## src/rtl/ringosc_freq_meter_pkg.sv

```systemverilog
// Shared types and default sizes for the ring-oscillator frequency meter.
// Measurement FSM encoding plus default counter/synchroniser dimensions.
package ringosc_meter_pkg;

    localparam int CNT_W_DEF       = 16;
    localparam int GATE_W_DEF      = 16;
    localparam int SYNC_STAGES_DEF = 2;

    typedef enum logic [1:0] {
        IDLE = 2'd0,
        ARM  = 2'd1,
        GATE = 2'd2,
        DONE = 2'd3
    } meter_state_t;

endpackage

```

## src/rtl/ringosc_freq_meter_if.sv

```systemverilog
// Control/result bundle of the frequency meter: the master requests windows,
// the slave (the meter) reports busy/done and the latest count.
interface ringosc_freq_meter_if
    import ringosc_meter_pkg::*;
#(
    parameter int CNT_W  = CNT_W_DEF,
    parameter int GATE_W = GATE_W_DEF
) ();

    logic              ena;
    logic              start;
    logic [GATE_W-1:0] gate_cycles;
    logic              busy;
    logic              done;
    logic [CNT_W-1:0]  count;
    logic              overflow;

    modport master (
        output ena, start, gate_cycles,
        input  busy, done, count, overflow
    );

    modport slave (
        input  ena, start, gate_cycles,
        output busy, done, count, overflow
    );

endinterface

```

## src/rtl/ringosc_freq_meter_sync_edge.sv

```systemverilog
// Resynchronises the asynchronous oscillator tap into the clk domain and
// emits a one-cycle pulse on each synchronised rising edge.
module ringosc_sync_edge #(
    parameter int SYNC_STAGES = 2
) (
    input  logic clk,
    input  logic rst_n,
    input  logic async_in,
    output logic edge_pulse
);

    logic [SYNC_STAGES-1:0] sync_q;
    logic                   prev_q;

    always_ff @(posedge clk) begin
        if (!rst_n) begin
            sync_q <= '0;
            prev_q <= 1'b0;
        end else begin
            sync_q <= {sync_q[SYNC_STAGES-2:0], async_in};
            prev_q <= sync_q[SYNC_STAGES-1];
        end
    end

    assign edge_pulse = sync_q[SYNC_STAGES-1] & ~prev_q;

endmodule

```

## src/rtl/ringosc_freq_meter.sv

```systemverilog
// Gated frequency counter: counts synchronised oscillator edges over N clk cycles.
// Define FREQ_METER_CONTINUOUS_EN for free-running back-to-back windows.
module ringosc_freq_meter
    import ringosc_meter_pkg::*;
#(
    parameter int CNT_W       = CNT_W_DEF,
    parameter int GATE_W      = GATE_W_DEF,
    parameter int SYNC_STAGES = SYNC_STAGES_DEF
) (
    input  logic                  clk,
    input  logic                  rst_n,
    input  logic                  osc_in,
    ringosc_freq_meter_if.slave   bus
);

    localparam logic [CNT_W-1:0] CNT_MAX = '1;

    meter_state_t      state;
    logic [GATE_W-1:0] gate_cnt_q;
    logic [CNT_W-1:0]  edge_cnt_q;
    logic              sat_q;
    logic              busy_q;
    logic              done_q;
    logic [CNT_W-1:0]  count_q;
    logic              overflow_q;
    logic              edge_pulse;
    logic [CNT_W-1:0]  edge_cnt_nxt;
    logic              sat_nxt;
`ifdef FREQ_METER_CONTINUOUS_EN
    logic [GATE_W-1:0] gate_n_q;
`endif

    ringosc_sync_edge #(
        .SYNC_STAGES (SYNC_STAGES)
    ) u_sync_edge (
        .clk        (clk),
        .rst_n      (rst_n),
        .async_in   (osc_in),
        .edge_pulse (edge_pulse)
    );

    // Saturating count including the current cycle, so the last gate cycle's edge is kept
    always_comb begin
        edge_cnt_nxt = edge_cnt_q;
        sat_nxt      = sat_q;
        if (state == GATE && edge_pulse) begin
            if (edge_cnt_q == CNT_MAX) begin
                sat_nxt = 1'b1;
            end else begin
                edge_cnt_nxt = edge_cnt_q + CNT_W'(1);
            end
        end
    end

    always_ff @(posedge clk) begin
        if (!rst_n) begin
            state      <= IDLE;
            gate_cnt_q <= '0;
            edge_cnt_q <= '0;
            sat_q      <= 1'b0;
            busy_q     <= 1'b0;
            done_q     <= 1'b0;
            count_q    <= '0;
            overflow_q <= 1'b0;
`ifdef FREQ_METER_CONTINUOUS_EN
            gate_n_q   <= '0;
`endif
        end else begin
            done_q <= 1'b0;
            if (state != IDLE && !bus.ena) begin
                state  <= IDLE;
                busy_q <= 1'b0;
            end else begin
                case (state)
                    IDLE: begin
                        if (bus.ena && bus.start) begin
                            state      <= ARM;
                            busy_q     <= 1'b1;
                            gate_cnt_q <= bus.gate_cycles;
                            edge_cnt_q <= '0;
                            sat_q      <= 1'b0;
`ifdef FREQ_METER_CONTINUOUS_EN
                            gate_n_q   <= bus.gate_cycles;
`endif
                        end
                    end
                    ARM: begin
                        if (gate_cnt_q != '0) begin
                            state <= GATE;
                        end else begin
                            state      <= DONE;
                            count_q    <= edge_cnt_q;
                            overflow_q <= sat_q;
                            done_q     <= 1'b1;
                        end
                    end
                    GATE: begin
                        edge_cnt_q <= edge_cnt_nxt;
                        sat_q      <= sat_nxt;
                        if (gate_cnt_q == GATE_W'(1)) begin
                            state      <= DONE;
                            count_q    <= edge_cnt_nxt;
                            overflow_q <= sat_nxt;
                            done_q     <= 1'b1;
                        end else begin
                            gate_cnt_q <= gate_cnt_q - GATE_W'(1);
                        end
                    end
                    DONE: begin
`ifdef FREQ_METER_CONTINUOUS_EN
                        state      <= ARM;
                        gate_cnt_q <= gate_n_q;
                        edge_cnt_q <= '0;
                        sat_q      <= 1'b0;
`else
                        state  <= IDLE;
                        busy_q <= 1'b0;
`endif
                    end
                    default: begin
                        state  <= IDLE;
                        busy_q <= 1'b0;
                    end
                endcase
            end
        end
    end

    assign bus.busy     = busy_q;
    assign bus.done     = done_q;
    assign bus.count    = count_q;
    assign bus.overflow = overflow_q;

endmodule

```

## src/flat_wrapper.sv

```systemverilog
// flat-port wrapper written by rule: the top's interface ports become plain ports
module ringosc_freq_meter_flat import ringosc_meter_pkg::*;
#(
    parameter int CNT_W       = CNT_W_DEF,
    parameter int GATE_W      = GATE_W_DEF,
    parameter int SYNC_STAGES = SYNC_STAGES_DEF
)
  (clk, rst_n, osc_in, bus_ena, bus_start, bus_gate_cycles, bus_busy, bus_done, bus_count, bus_overflow);
  ringosc_freq_meter_if #(.CNT_W(CNT_W), .GATE_W(GATE_W)) bus_i ();
  input  logic clk;
  input  logic rst_n;
  input  logic osc_in;
  input wire logic [$bits(bus_i.ena)-1:0] bus_ena;
  input wire logic [$bits(bus_i.start)-1:0] bus_start;
  input wire logic [$bits(bus_i.gate_cycles)-1:0] bus_gate_cycles;
  output wire logic [$bits(bus_i.busy)-1:0] bus_busy;
  output wire logic [$bits(bus_i.done)-1:0] bus_done;
  output wire logic [$bits(bus_i.count)-1:0] bus_count;
  output wire logic [$bits(bus_i.overflow)-1:0] bus_overflow;
  assign bus_i.ena = bus_ena;
  assign bus_i.start = bus_start;
  assign bus_i.gate_cycles = bus_gate_cycles;
  assign bus_busy = bus_i.busy;
  assign bus_done = bus_i.done;
  assign bus_count = bus_i.count;
  assign bus_overflow = bus_i.overflow;
  ringosc_freq_meter #(.CNT_W(CNT_W), .GATE_W(GATE_W), .SYNC_STAGES(SYNC_STAGES)) u_core (.clk(clk), .rst_n(rst_n), .osc_in(osc_in), .bus(bus_i));
endmodule
```

## config.mk

```make
export PLATFORM = sky130hd
export DESIGN_NAME = ringosc_freq_meter_flat
export DESIGN_NICKNAME = d
export VERILOG_FILES = /design/src/rtl/ringosc_freq_meter_pkg.sv /design/src/rtl/ringosc_freq_meter_if.sv /design/src/rtl/ringosc_freq_meter_sync_edge.sv /design/src/rtl/ringosc_freq_meter.sv /design/src/flat_wrapper.sv
export SDC_FILE = /design/constraint.sdc
export NUM_CORES = 1
export LEC_CHECK = 0
export CAP_MARGIN = 20
export CORE_MARGIN = 5
export CORE_UTILIZATION = 58
export CTS_BUF_LIST = sky130_fd_sc_hd__clkbuf_8 sky130_fd_sc_hd__clkbuf_16
export CTS_CLUSTER_DIAMETER = 100
export DETAILED_ROUTE_END_ITERATION = 16
export DONT_BUFFER_PORTS = 1
export PLACE_DENSITY = 0.81
export SLEW_MARGIN = 20
export SYNTH_ARGS = -nofsm -noshare
export SYNTH_HDL_FRONTEND = slang
export SYNTH_SLANG_ARGS = --single-unit
export TNS_END_PERCENT = 30
```

## constraint.sdc

```tcl
create_clock -name clk -period 2.8 [get_ports clk]
set_clock_uncertainty 0.15 [all_clocks]
set_input_delay 0.28 -clock clk [delete_from_list [all_inputs] [get_ports clk]]
set_output_delay 0.28 -clock clk [all_outputs]
set_load 0.005 [all_outputs]
```

# ---- Yosys cells after proc, flatten, opt, wreduce, memory -nomap -nowiden
# Cells that the tools add are included.
dict set report totals {
  wordCells 67
  regBits 57
  inputBits 21
  out_inout_bits 19
}
dict set report op_classes {
  n_addsub 2
  bitwise 4
  muxes 26
  reduce_logical 16
  n_eq_ne 9
}
# operator count
set ops {}
lappend ops {{16-bit 2-to-1 mux} 7}
lappend ops {{16-bit one-hot mux with 2 select lines} 3}
lappend ops {{16-bit by 1-bit adder with 16-bit output (second input constant)} 1}
lappend ops {{16-bit by 1-bit == test with 1-bit output (second input constant)} 1}
lappend ops {{16-bit == test (second input constant)} 1}
lappend ops {{16-bit nonzero test} 1}
lappend ops {{16-bit by 1-bit subtractor with 16-bit output (second input constant)} 1}
lappend ops {{1-bit 2-to-1 mux} 9}
lappend ops {{1-bit one-hot mux with 2 select lines} 4}
lappend ops {{2-bit one-hot mux with 4 select lines} 1}
lappend ops {{4-bit AND reduction} 2}
lappend ops {{2-bit nonzero test} 4}
lappend ops {{2-bit != test (second input constant)} 3}
lappend ops {{2-bit == test (second input constant)} 2}
lappend ops {{2-bit 2-to-1 mux} 2}
lappend ops {{2-bit AND reduction} 2}
lappend ops {{1-bit logical AND} 3}
lappend ops {{1-bit inverter} 3}
lappend ops {{3-bit AND reduction} 1}
lappend ops {{2-bit by 1-bit == test with 1-bit output (second input constant)} 1}
lappend ops {{2-bit logical NOT} 1}
lappend ops {{2-bit by 1-bit != test with 1-bit output (second input constant)} 1}
lappend ops {{2-bit OR reduction} 1}
lappend ops {{1-bit AND} 1}
lappend ops {{1-bit logical NOT} 1}

# ---- Logic depth before layout (Yosys ltp)
# Gate-level depths: netlist of the first run.
dict set report logic_depth {
  depth_word 6
  depth_mapped 10
  depth_no_buf 7
}

# ---- Cells and area by module
# A second synthesis of the first run with hierarchy kept.
dict set report unflattened {
  cells_unflattened 406
  hier_area_um2 3249.4
}
# mod seq_area_each_um2 instances cells_each area_each_um2
set by_module_without_submodules {}
lappend by_module_without_submodules {ringosc_freq_meter 1081.0 1 399 3156.8}
lappend by_module_without_submodules {ringosc_sync_edge 60.1 1 7 92.6}

# ---- Worst setup path before layout of the first run
# No wires, ideal clock.
dict set report synth_path {
  path_kind {reg2reg}
  from {register u_core.state[0]}
  to {register u_core.gate_cnt_q[0]}
  setup_ns 0.122
  path_stages_with_launch 11
  slack_ns 0.551
  synth_period_minus_slack_ns 2.249
  required_time_ns 2.528
  n_path_buf 3
  arrival_time_ns 1.978
  path_cell_list {dfxtp_1 inv_1 ha_1 buf_2 mux2_2 and2_1 buf_2 o21ai_0 clkbuf_1 o21ai_0 o311a_1}
}
dict set report synth_via {
  elab_chain_cells 4
  elab_cells_between_ends 10
  cone_classes {eq/ne: 3; mux: 1; bitwise: 1; reduce/logical: 5}
}
# element line_no
set synth_lines {}
lappend synth_lines {{start: declaration} ringosc_freq_meter.sv:18} ;# meter_state_t state;
lappend synth_lines {{start signal: assignment} ringosc_freq_meter.sv:57} ;# state <= IDLE;
lappend synth_lines {{start signal: assignment} ringosc_freq_meter.sv:71} ;# state <= IDLE;
lappend synth_lines {{start signal: assignment} ringosc_freq_meter.sv:77} ;# state <= ARM;
lappend synth_lines {{parallel branches: the longest is 4 deep, another holds 4-bit AND reduction} n/a}
lappend synth_lines {{end signal: assignment} ringosc_freq_meter.sv:79} ;# gate_cnt_q <= bus.gate_cycles;
lappend synth_lines {{end signal: assignment} ringosc_freq_meter.sv:106} ;# gate_cnt_q <= gate_cnt_q - GATE_W'(1);
lappend synth_lines {{end: declaration} ringosc_freq_meter.sv:19} ;# logic [GATE_W-1:0] gate_cnt_q;
# Parallel ways; which one is timed is not known.
# A chain may end at the register's enable or synchronous reset.

# ---- Worst setup path in the final report of the first run
dict set report layout_path {
  from {register u_core.state[0]}
  to {register u_core.count_q[14] (netlist: u_core.bus.count[14])}
}
dict set report layout_via {
  elab_chain_cells 5
  elab_cells_between_ends 13
  cone_classes {eq/ne: 4; mux: 3; bitwise: 1; reduce/logical: 5}
}
# element line_no
set layout_lines {}
lappend layout_lines {{2-bit == test} {ringosc_freq_meter.sv:46, ringosc_freq_meter.sv:74}}
lappend layout_lines {{1-bit logical AND} ringosc_freq_meter.sv:46} ;# if (state == GATE && edge_pulse) begin
lappend layout_lines {{16-bit 2-to-1 mux} ringosc_freq_meter.sv:46}
lappend layout_lines {{16-bit 2-to-1 mux} ringosc_freq_meter.sv:100} ;# if (gate_cnt_q == GATE_W'(1)) begin
lappend layout_lines {{16-bit one-hot mux with 2 select lines} ringosc_freq_meter.sv:74} ;# case (state)
lappend layout_lines {{end signal: assignment} ringosc_freq_meter.sv:92} ;# count_q <= edge_cnt_q;
lappend layout_lines {{end signal: assignment} ringosc_freq_meter.sv:102} ;# count_q <= edge_cnt_nxt;
lappend layout_lines {{end: declaration} ringosc_freq_meter.sv:24} ;# logic [CNT_W-1:0] count_q;
# Parallel ways exist; a longest one is shown, timed or not. The select of a mux whose other input is x is not followed.

==> summary.md, run 1 <==
| Metric | Value |
|---|---|
| Status | `complete, no violations` |
| Post-Synthesis Cells | `399` |
| Total wire length | `7940 um` |
| Maximum vdd drop | `0.000323 V` |
| Antenna viol nets, final | `0` |
| Root buf cell | `clkbuf_8` |
| Setup TNS after final layout | `0 ns` |
| Net Switching | `0.609 mW` |
| Yosys warns | `0` |
| Place WS | `0.448 ns` |
| Comb pwr share | `18.1%` |
| Post-Synthesis Cell Area | `3240 um^2` |
| Fillers | `481` |
| Final nets | `419` |
| Max Freq | `0.410 GHz` |
| Row Count | `27` |
| Vias in the first global route | `2,862` |
| Initial antenna violation count | `0` |
| Final period util | `87.0%` |
| Register bit total from synthesis | `57` |
| Synth top area share | `35.3%` |
| Syn Nets | `428` |
| Worst setup EP type | `register` |
| WP data required | `2.86 ns` |
| GRT overflow | `0` |
| Die height | `84.7 um` |
| Ys flop type | `dfxtp_1` |
| Worst path top cell family by delay | `simple AND/OR/NAND/NOR gates` |
| Final setup viols | `0` |
| First-pass GRT wire length | `13,200 um` |
| Max Cap Viol | `0` |
| Routed wire per std cell | `17.0 um` |
| Largest net degree at the start of global routing | `47` |
| Slowest CP cell | `nor4bb_1` |
| Commonest non-fill, non-tap cells in the layout | `dfxtp_1 (57), nand2_1 (46), nor2_1 (34)` |
| ANT cells | `0` |
| CTS tree | `done` |
| Ratio of cells with drive above 1 in the final layout | `12.2%` |
| Clock power share | `38.5%` |
| Sequential fraction of design power | `43.4%` |
| Post-synth top area cell | `dfxtp_1` |
| Cts bufs inserted | `9` |
| Post-synth ARST share | `0%` |
| Sink Count | `57` |
| Slew Limit Fails | `0` |
| Largest family of logic cells by synthesized area | `simple AND/OR/NAND/NOR gates` |
| HPWL after detailed placement | `5270 um` |
| Placed Cells | `448` |
| CP Class | `reg2reg` |
| H-tree depth | `3` |
| Critical path cell sequence | `inv_1 > ha_1 > buf_12 > nand4b_1 > nor4_1 > buf_4 > nor4bb_1 > o32ai_1` |
| Clock latency on the worst-skew pair | `0.34 ns` |
| Post-synthesis mux area share | `1.28%` |
| Worst slew pin tran | `0.659 ns` |
| Buffer depth of the longest clock path | `2` |
| Slew HR | `55.7%` |
| Synth top area cells | `dfxtp_1 (35%), nand2_1 (5.3%), a21oi_1 (4.6%), nor2_1 (3.9%), a211oi_2 (3.5%)` |
| Post-CTS resize count | `0` |
| Leakage | `1.17 nW` |
| Netlist cell types | `63` |
| Initial DRC Count | `246` |
| Core area | `5470 um^2` |
| Area Overhead vs Synth | `8.70%` |
| Pint | `1.45 mW` |
| Switching share of total power | `29.6%` |
| Via density | `6.41` |
| Die X | `84.7 um` |
| Fin cells | `467` |
| Critical path data arrival time | `2.50 ns` |
| Hold buffers post-CTS | `3` |
| Clk slew on worst S/H paths | `0.07 ns` |
| Via count | `2,992` |
| Final count of hold timing violations | `0` |
| Average cell area after synthesis | `8.11 um^2` |
| Seq/Total Area, Yosys | `35.3%` |
| Synth Area in Simple Gates | `26.4%` |
| Adder-cell area share of the yosys netlist | `3.09%` |
| RSZ-0062 raised after global routing | `false` |
| Fin worst setup slack | `0.363 ns` |
| DIE AREA | `7170 um^2` |
| Post-Route Utilization | `64.3%` |
| EDFF count, synth | `0` |
| Synth Area in XOR/XNOR | `2.44%` |
| Power per cell area | `586 nW/um^2` |
| Post-CTS setup buffer count | `0` |
| Compound-Gate Fraction of Synth Area | `26.2%` |
| Flop-to-flop setup slack | `0.36 ns` |
| Critical Path Max Stage Delay | `0.42 ns` |
| Commonest non-fill, non-tap cell in the layout | `dfxtp_1` |
| DRC | `0` |
| GRT Util Overall | `22.6%` |
| Hold/Removal Path Class | `in2reg` |
| Period minus WS final | `2.44 ns` |
| Pre-antenna DRT Iters | `4` |
| Num ports | `40` |
| Routability cong. | `0.892` |
| Worst hold slack | `0.0272 ns` |
| Buf/Inv on CP | `3` |
| Port Buffers | `0` |
| Initial Utilization | `59.1%` |
| Worst-path fanout max | `46` |
| Startpoint Class | `register` |
[per-stage QoR]
step,instance area [um^2],power (mW)
6_report,3520,2.06
5_1_grt,3520,2.16
4_1_cts,3520,2.07
3_5_place_dp,3270,1.27
3_3_place_gp,3270,1.26
2_1_floorplan,3240,1.20
[state kept, by name, summed over array words and instances (netlist names)]
name                       flops
u_core.state                   2
u_core.gate_cnt_q             16
u_core.u_sync_edge.sync_q      2
u_core.edge_cnt_q             16
u_core.sat_q                   1
u_core.bus.overflow            1
u_core.u_sync_edge.prev_q      1
u_core.bus.done                1
u_core.bus.busy                1
u_core.bus.count              16
[power groups by stage]
stage,sequential [mW],combinational [mW],clock [mW]
after floorplan,0.900,0.299,0
after global placement,0.909,0.346,0
after detailed placement,0.912,0.356,0
after CTS,0.894,0.371,0.804
after global routing,0.899,0.414,0.843
final,0.894,0.373,0.792
[layout make-up]
| class | instances | area (um^2) | share of cell area, % |
|---|---|---|---|
| clock buffers | 11 | 151 | 4.30 |
| clock inverters | 5 | 53.8 | 1.53 |
| inverters | 9 | 33.8 | 0.961 |
| multi-input cells | 302 | 1920 | 54.6 |
| flip-flops and latches | 57 | 1140 | 32.4 |
| well taps | 72 | 90.1 | 2.56 |
| repair buffers | 11 | 125 | 3.56 |
[logic make-up (layout without fill, tap and decap cells)]
| kind of cell | after synthesis | after routing |
|---|---|---|
| AOI/OAI and AO/OA | 119 | 119 |
| xor gates and xnor gates | 9 | 9 |
| adders and majority gates | 8 | 8 |
| and+or+nand+nor | 162 | 162 |
| muxes | 4 | 4 |
| buffers and inverters | 40 | 36 |
| DFF | 57 | 57 |
[worst reg2reg max path, stage by stage (launching register included)]
cell	delay [ns]
dfxtp_1	0.36
inv_1	0.10
ha_1	0.22
buf_12	0.24
nand4b_1	0.21
nor4_1	0.26
buf_4	0.20
nor4bb_1	0.42
o32ai_1	0.16
[worst paths after layout]
path              depth (start not counted)                           end                    startpoint
setup reg to reg                          8          u_core.bus.count[14]               u_core.state[0]
setup / recovery                          8          u_core.bus.count[14]               u_core.state[0]
hold / removal                            2          u_core.gate_cnt_q[2]            bus_gate_cycles[2]
hold reg to reg                           1  u_core.u_sync_edge.sync_q[1]  u_core.u_sync_edge.sync_q[0]
[cells in the mapped netlist, drive strengths merged (3+ instances only)]
| master | count |
|---|---|
| nand3b | 4 |
| dfxtp | 57 |
| ha | 8 |
| mux2i | 3 |
| xor2 | 6 |
| xnor2 | 3 |
| a2111oi | 3 |
| o22ai | 7 |
| nor2 | 34 |
| or4 | 6 |
| nand2 | 46 |
| o21a | 4 |
| nor3 | 17 |
| nand3 | 19 |
| a21oi | 30 |
| o21ai | 21 |
| buf | 13 |
| o211ai | 3 |
| nand4 | 6 |
| nor4 | 3 |
| and3 | 4 |
| a31oi | 11 |
| a21o | 3 |
| inv | 8 |
| or3 | 8 |
| and2 | 5 |
| o32ai | 8 |
| a211oi | 15 |
| clkbuf | 18 |
[per-layer routing]
layer  global-route usage (%)  wire (um)  up-vias
met3                     5.10        549       21
met1                     26.6       3290     1400
met4                     12.4        189        0
li1                         -          -     1453
met5                        0          0        -
met2                     37.9       3910      118
Note: power is estimated with default switching activity, not from simulation.
==> run 2: changes to the inputs <==
- MAX_ROUTING_LAYER: unset -> met4
==> run 2 against run 1 <==
- die area stayed put
- clock power barely moved
- critical endpoint unchanged
- routed wire length down 0.40%
- flip-flop and latch count stayed put
- sequential power is essentially flat
- via count hardly changed
- sequential share of layout area stayed put
- fmax decreased by 0.93%
- design area stayed put
==> summary.md, run 2 (synthesis gave the netlist of run 1 again) <==
| Metric | Value |
|---|---|
| Pre-antenna DRT Iters | `5 (was 4)` |
| Final period util | `87.9% (was 87.0%)` |
| Routed wl met2 | `3940 um (was 3910 um)` |
| Port Buffers | `0 (unchanged)` |
| First-pass GRT wire length | `13,200 um (about the same)` |
| Top Metal Used | `met4 (unchanged)` |
| Commonest non-fill, non-tap cell in the layout | `dfxtp_1 (unchanged)` |
| Slew Limit Fails | `0 (unchanged)` |
| HPWL after detailed placement | `5270 um (unchanged)` |
| GRT overflow | `0 (unchanged)` |
| Period minus WS final | `2.46 ns (was 2.44 ns)` |
| Fin worst setup slack | `0.340 ns (was 0.363 ns)` |
| Maximum vdd drop | `0.000323 V (about the same)` |
| Clk slew on worst S/H paths | `0.07 ns (about the same)` |
| RSZ-0062 raised after global routing | `false (unchanged)` |
| Root buf cell | `clkbuf_8 (unchanged)` |
| Die X | `84.7 um (unchanged)` |
| Max Cap Viol | `0 (unchanged)` |
| Sink Count | `57 (unchanged)` |
| Critical path data arrival time | `2.52 ns (was 2.50 ns)` |
| Commonest non-fill, non-tap cells in the layout | `dfxtp_1 (57), nand2_1 (46), nor2_1 (34) (unchanged)` |
| H-tree depth | `3 (unchanged)` |
| Wl on met1 | `3260 um (was 3290 um)` |
| Met3 wire length | `523 um (was 549 um)` |
| Slew HR | `54.8% (was 55.7%)` |
| ANT cells | `0 (unchanged)` |
| Final count of hold timing violations | `0 (unchanged)` |
| Core area | `5470 um^2 (unchanged)` |
| WP data required | `2.86 ns (about the same)` |
| Via density | `6.40 (was 6.41)` |
| Worst setup EP type | `register (unchanged)` |
| Fillers | `481 (unchanged)` |
| Final nets | `419 (unchanged)` |
| Cts bufs inserted | `9 (unchanged)` |
| CP Class | `reg2reg (unchanged)` |
| Routed wire per std cell | `16.9 um (was 17.0 um)` |
| Ratio of cells with drive above 1 in the final layout | `12.2% (unchanged)` |
| Initial antenna violation count | `0 (unchanged)` |
| Area Overhead vs Synth | `8.70% (unchanged)` |
| Vias in the first global route | `2,865 (was 2,862)` |
| Row Count | `27 (unchanged)` |
| Largest net degree at the start of global routing | `47 (unchanged)` |
| Antenna viol nets, final | `0 (unchanged)` |
| Clock latency on the worst-skew pair | `0.34 ns (about the same)` |
| Via count | `2,991 (was 2,992)` |
| Total wire length | `7910 um (was 7940 um)` |
| DIE AREA | `7170 um^2 (unchanged)` |
| Routability cong. | `0.907 (was 0.892)` |
| Power per cell area | `586 nW/um^2 (about the same)` |
| Die height | `84.7 um (unchanged)` |
| Worst slew pin tran | `0.674 ns (was 0.659 ns)` |
| Final setup viols | `0 (unchanged)` |
| Initial DRC Count | `257 (was 246)` |
| DRC | `0 (unchanged)` |
| Setup TNS after final layout | `0 ns (unchanged)` |
| GRT Util Overall | `23.3% (was 22.6%)` |
| Hold/Removal Path Class | `in2reg (unchanged)` |
| CTS tree | `done (unchanged)` |
| Leakage | `1.17 nW (unchanged)` |
| Max Freq | `0.407 GHz (was 0.410 GHz)` |
| Initial Utilization | `59.1% (unchanged)` |
| Place WS | `0.448 ns (unchanged)` |
| Status | `complete, no violations (unchanged)` |
| Worst-path fanout max | `46 (unchanged)` |
| Startpoint Class | `register (unchanged)` |
| Num ports | `40 (unchanged)` |
| Buffer depth of the longest clock path | `2 (unchanged)` |
[run 2: stage by stage]
stage	cells	total power [mW]	area, um^2	hold WS, ns	utilization [%]
2_1_floorplan	399	1.20	3240	0.257	-
3_3_place_gp	448	1.26	3270	0.258	59.8
3_5_place_dp	448	1.27	3270	0.258	59.8
4_1_cts	467	2.07	3520	0.0178	64.3
5_1_grt	467	2.16	3520	0.0196	64.3
6_report	467	2.06	3520	0.0228	64.3
[run 2: report_power, final]
group,internal (mW),total (mW),switching [mW]
sequential,0.851,0.894,0.0426
combinational,0.144,0.372,0.228
clock,0.456,0.795,0.339
total,1.45,2.06,0.610
[run 2: path summary, 6_finish.rpt]
kind | startpoint | to | slack [ns] | cells after the start
worst max-delay path | u_core.state[0] | u_core.bus.count[14] | 0.34 | 8
worst min-delay path | bus_gate_cycles[2] | u_core.gate_cnt_q[2] | 0.02 | 2
worst max register to register | u_core.state[0] | u_core.bus.count[14] | 0.34 | 8
worst min register to register | u_core.u_sync_edge.sync_q[0] | u_core.u_sync_edge.sync_q[1] | 0.29 | 1
[run 2: what timing repair did]
item	4_1_cts	5_1_grt
setup endpoints to repair	0	0
hold buffers	3	0
resized for setup	0	0
setup buffers	0	0
hold endpoints to repair	29	0
[run 2: routing by layer]
layer / GRT usage (%) / vias up
met3: 4.61 / 21
met2: 38.0 / 117
met5: - / -
met4: 12.4 / 0
li1: - / 1454
met1: 26.8 / 1399
[run 2: cell type report]
type                            instances  area, um^2  area share [%]
Inverter                                9        33.8           0.961
Tap cell                               72        90.1            2.56
Sequential cell                        57        1140            32.4
Clock inverter                          5        53.8            1.53
Multi-Input combinational cell        302        1920            54.6
Timing Repair Buffer                   11         125            3.56
Clock buffer                           11         151            4.30
[run 2: worst max-delay path, cell delays in order, from the launching register on]
cell and delay [ns]:
dfxtp_1 0.36, inv_1 0.10, ha_1 0.22, buf_12 0.24
nand4b_1 0.21, nor4_1 0.27, buf_4 0.20, nor4bb_1 0.42
o32ai_1 0.16
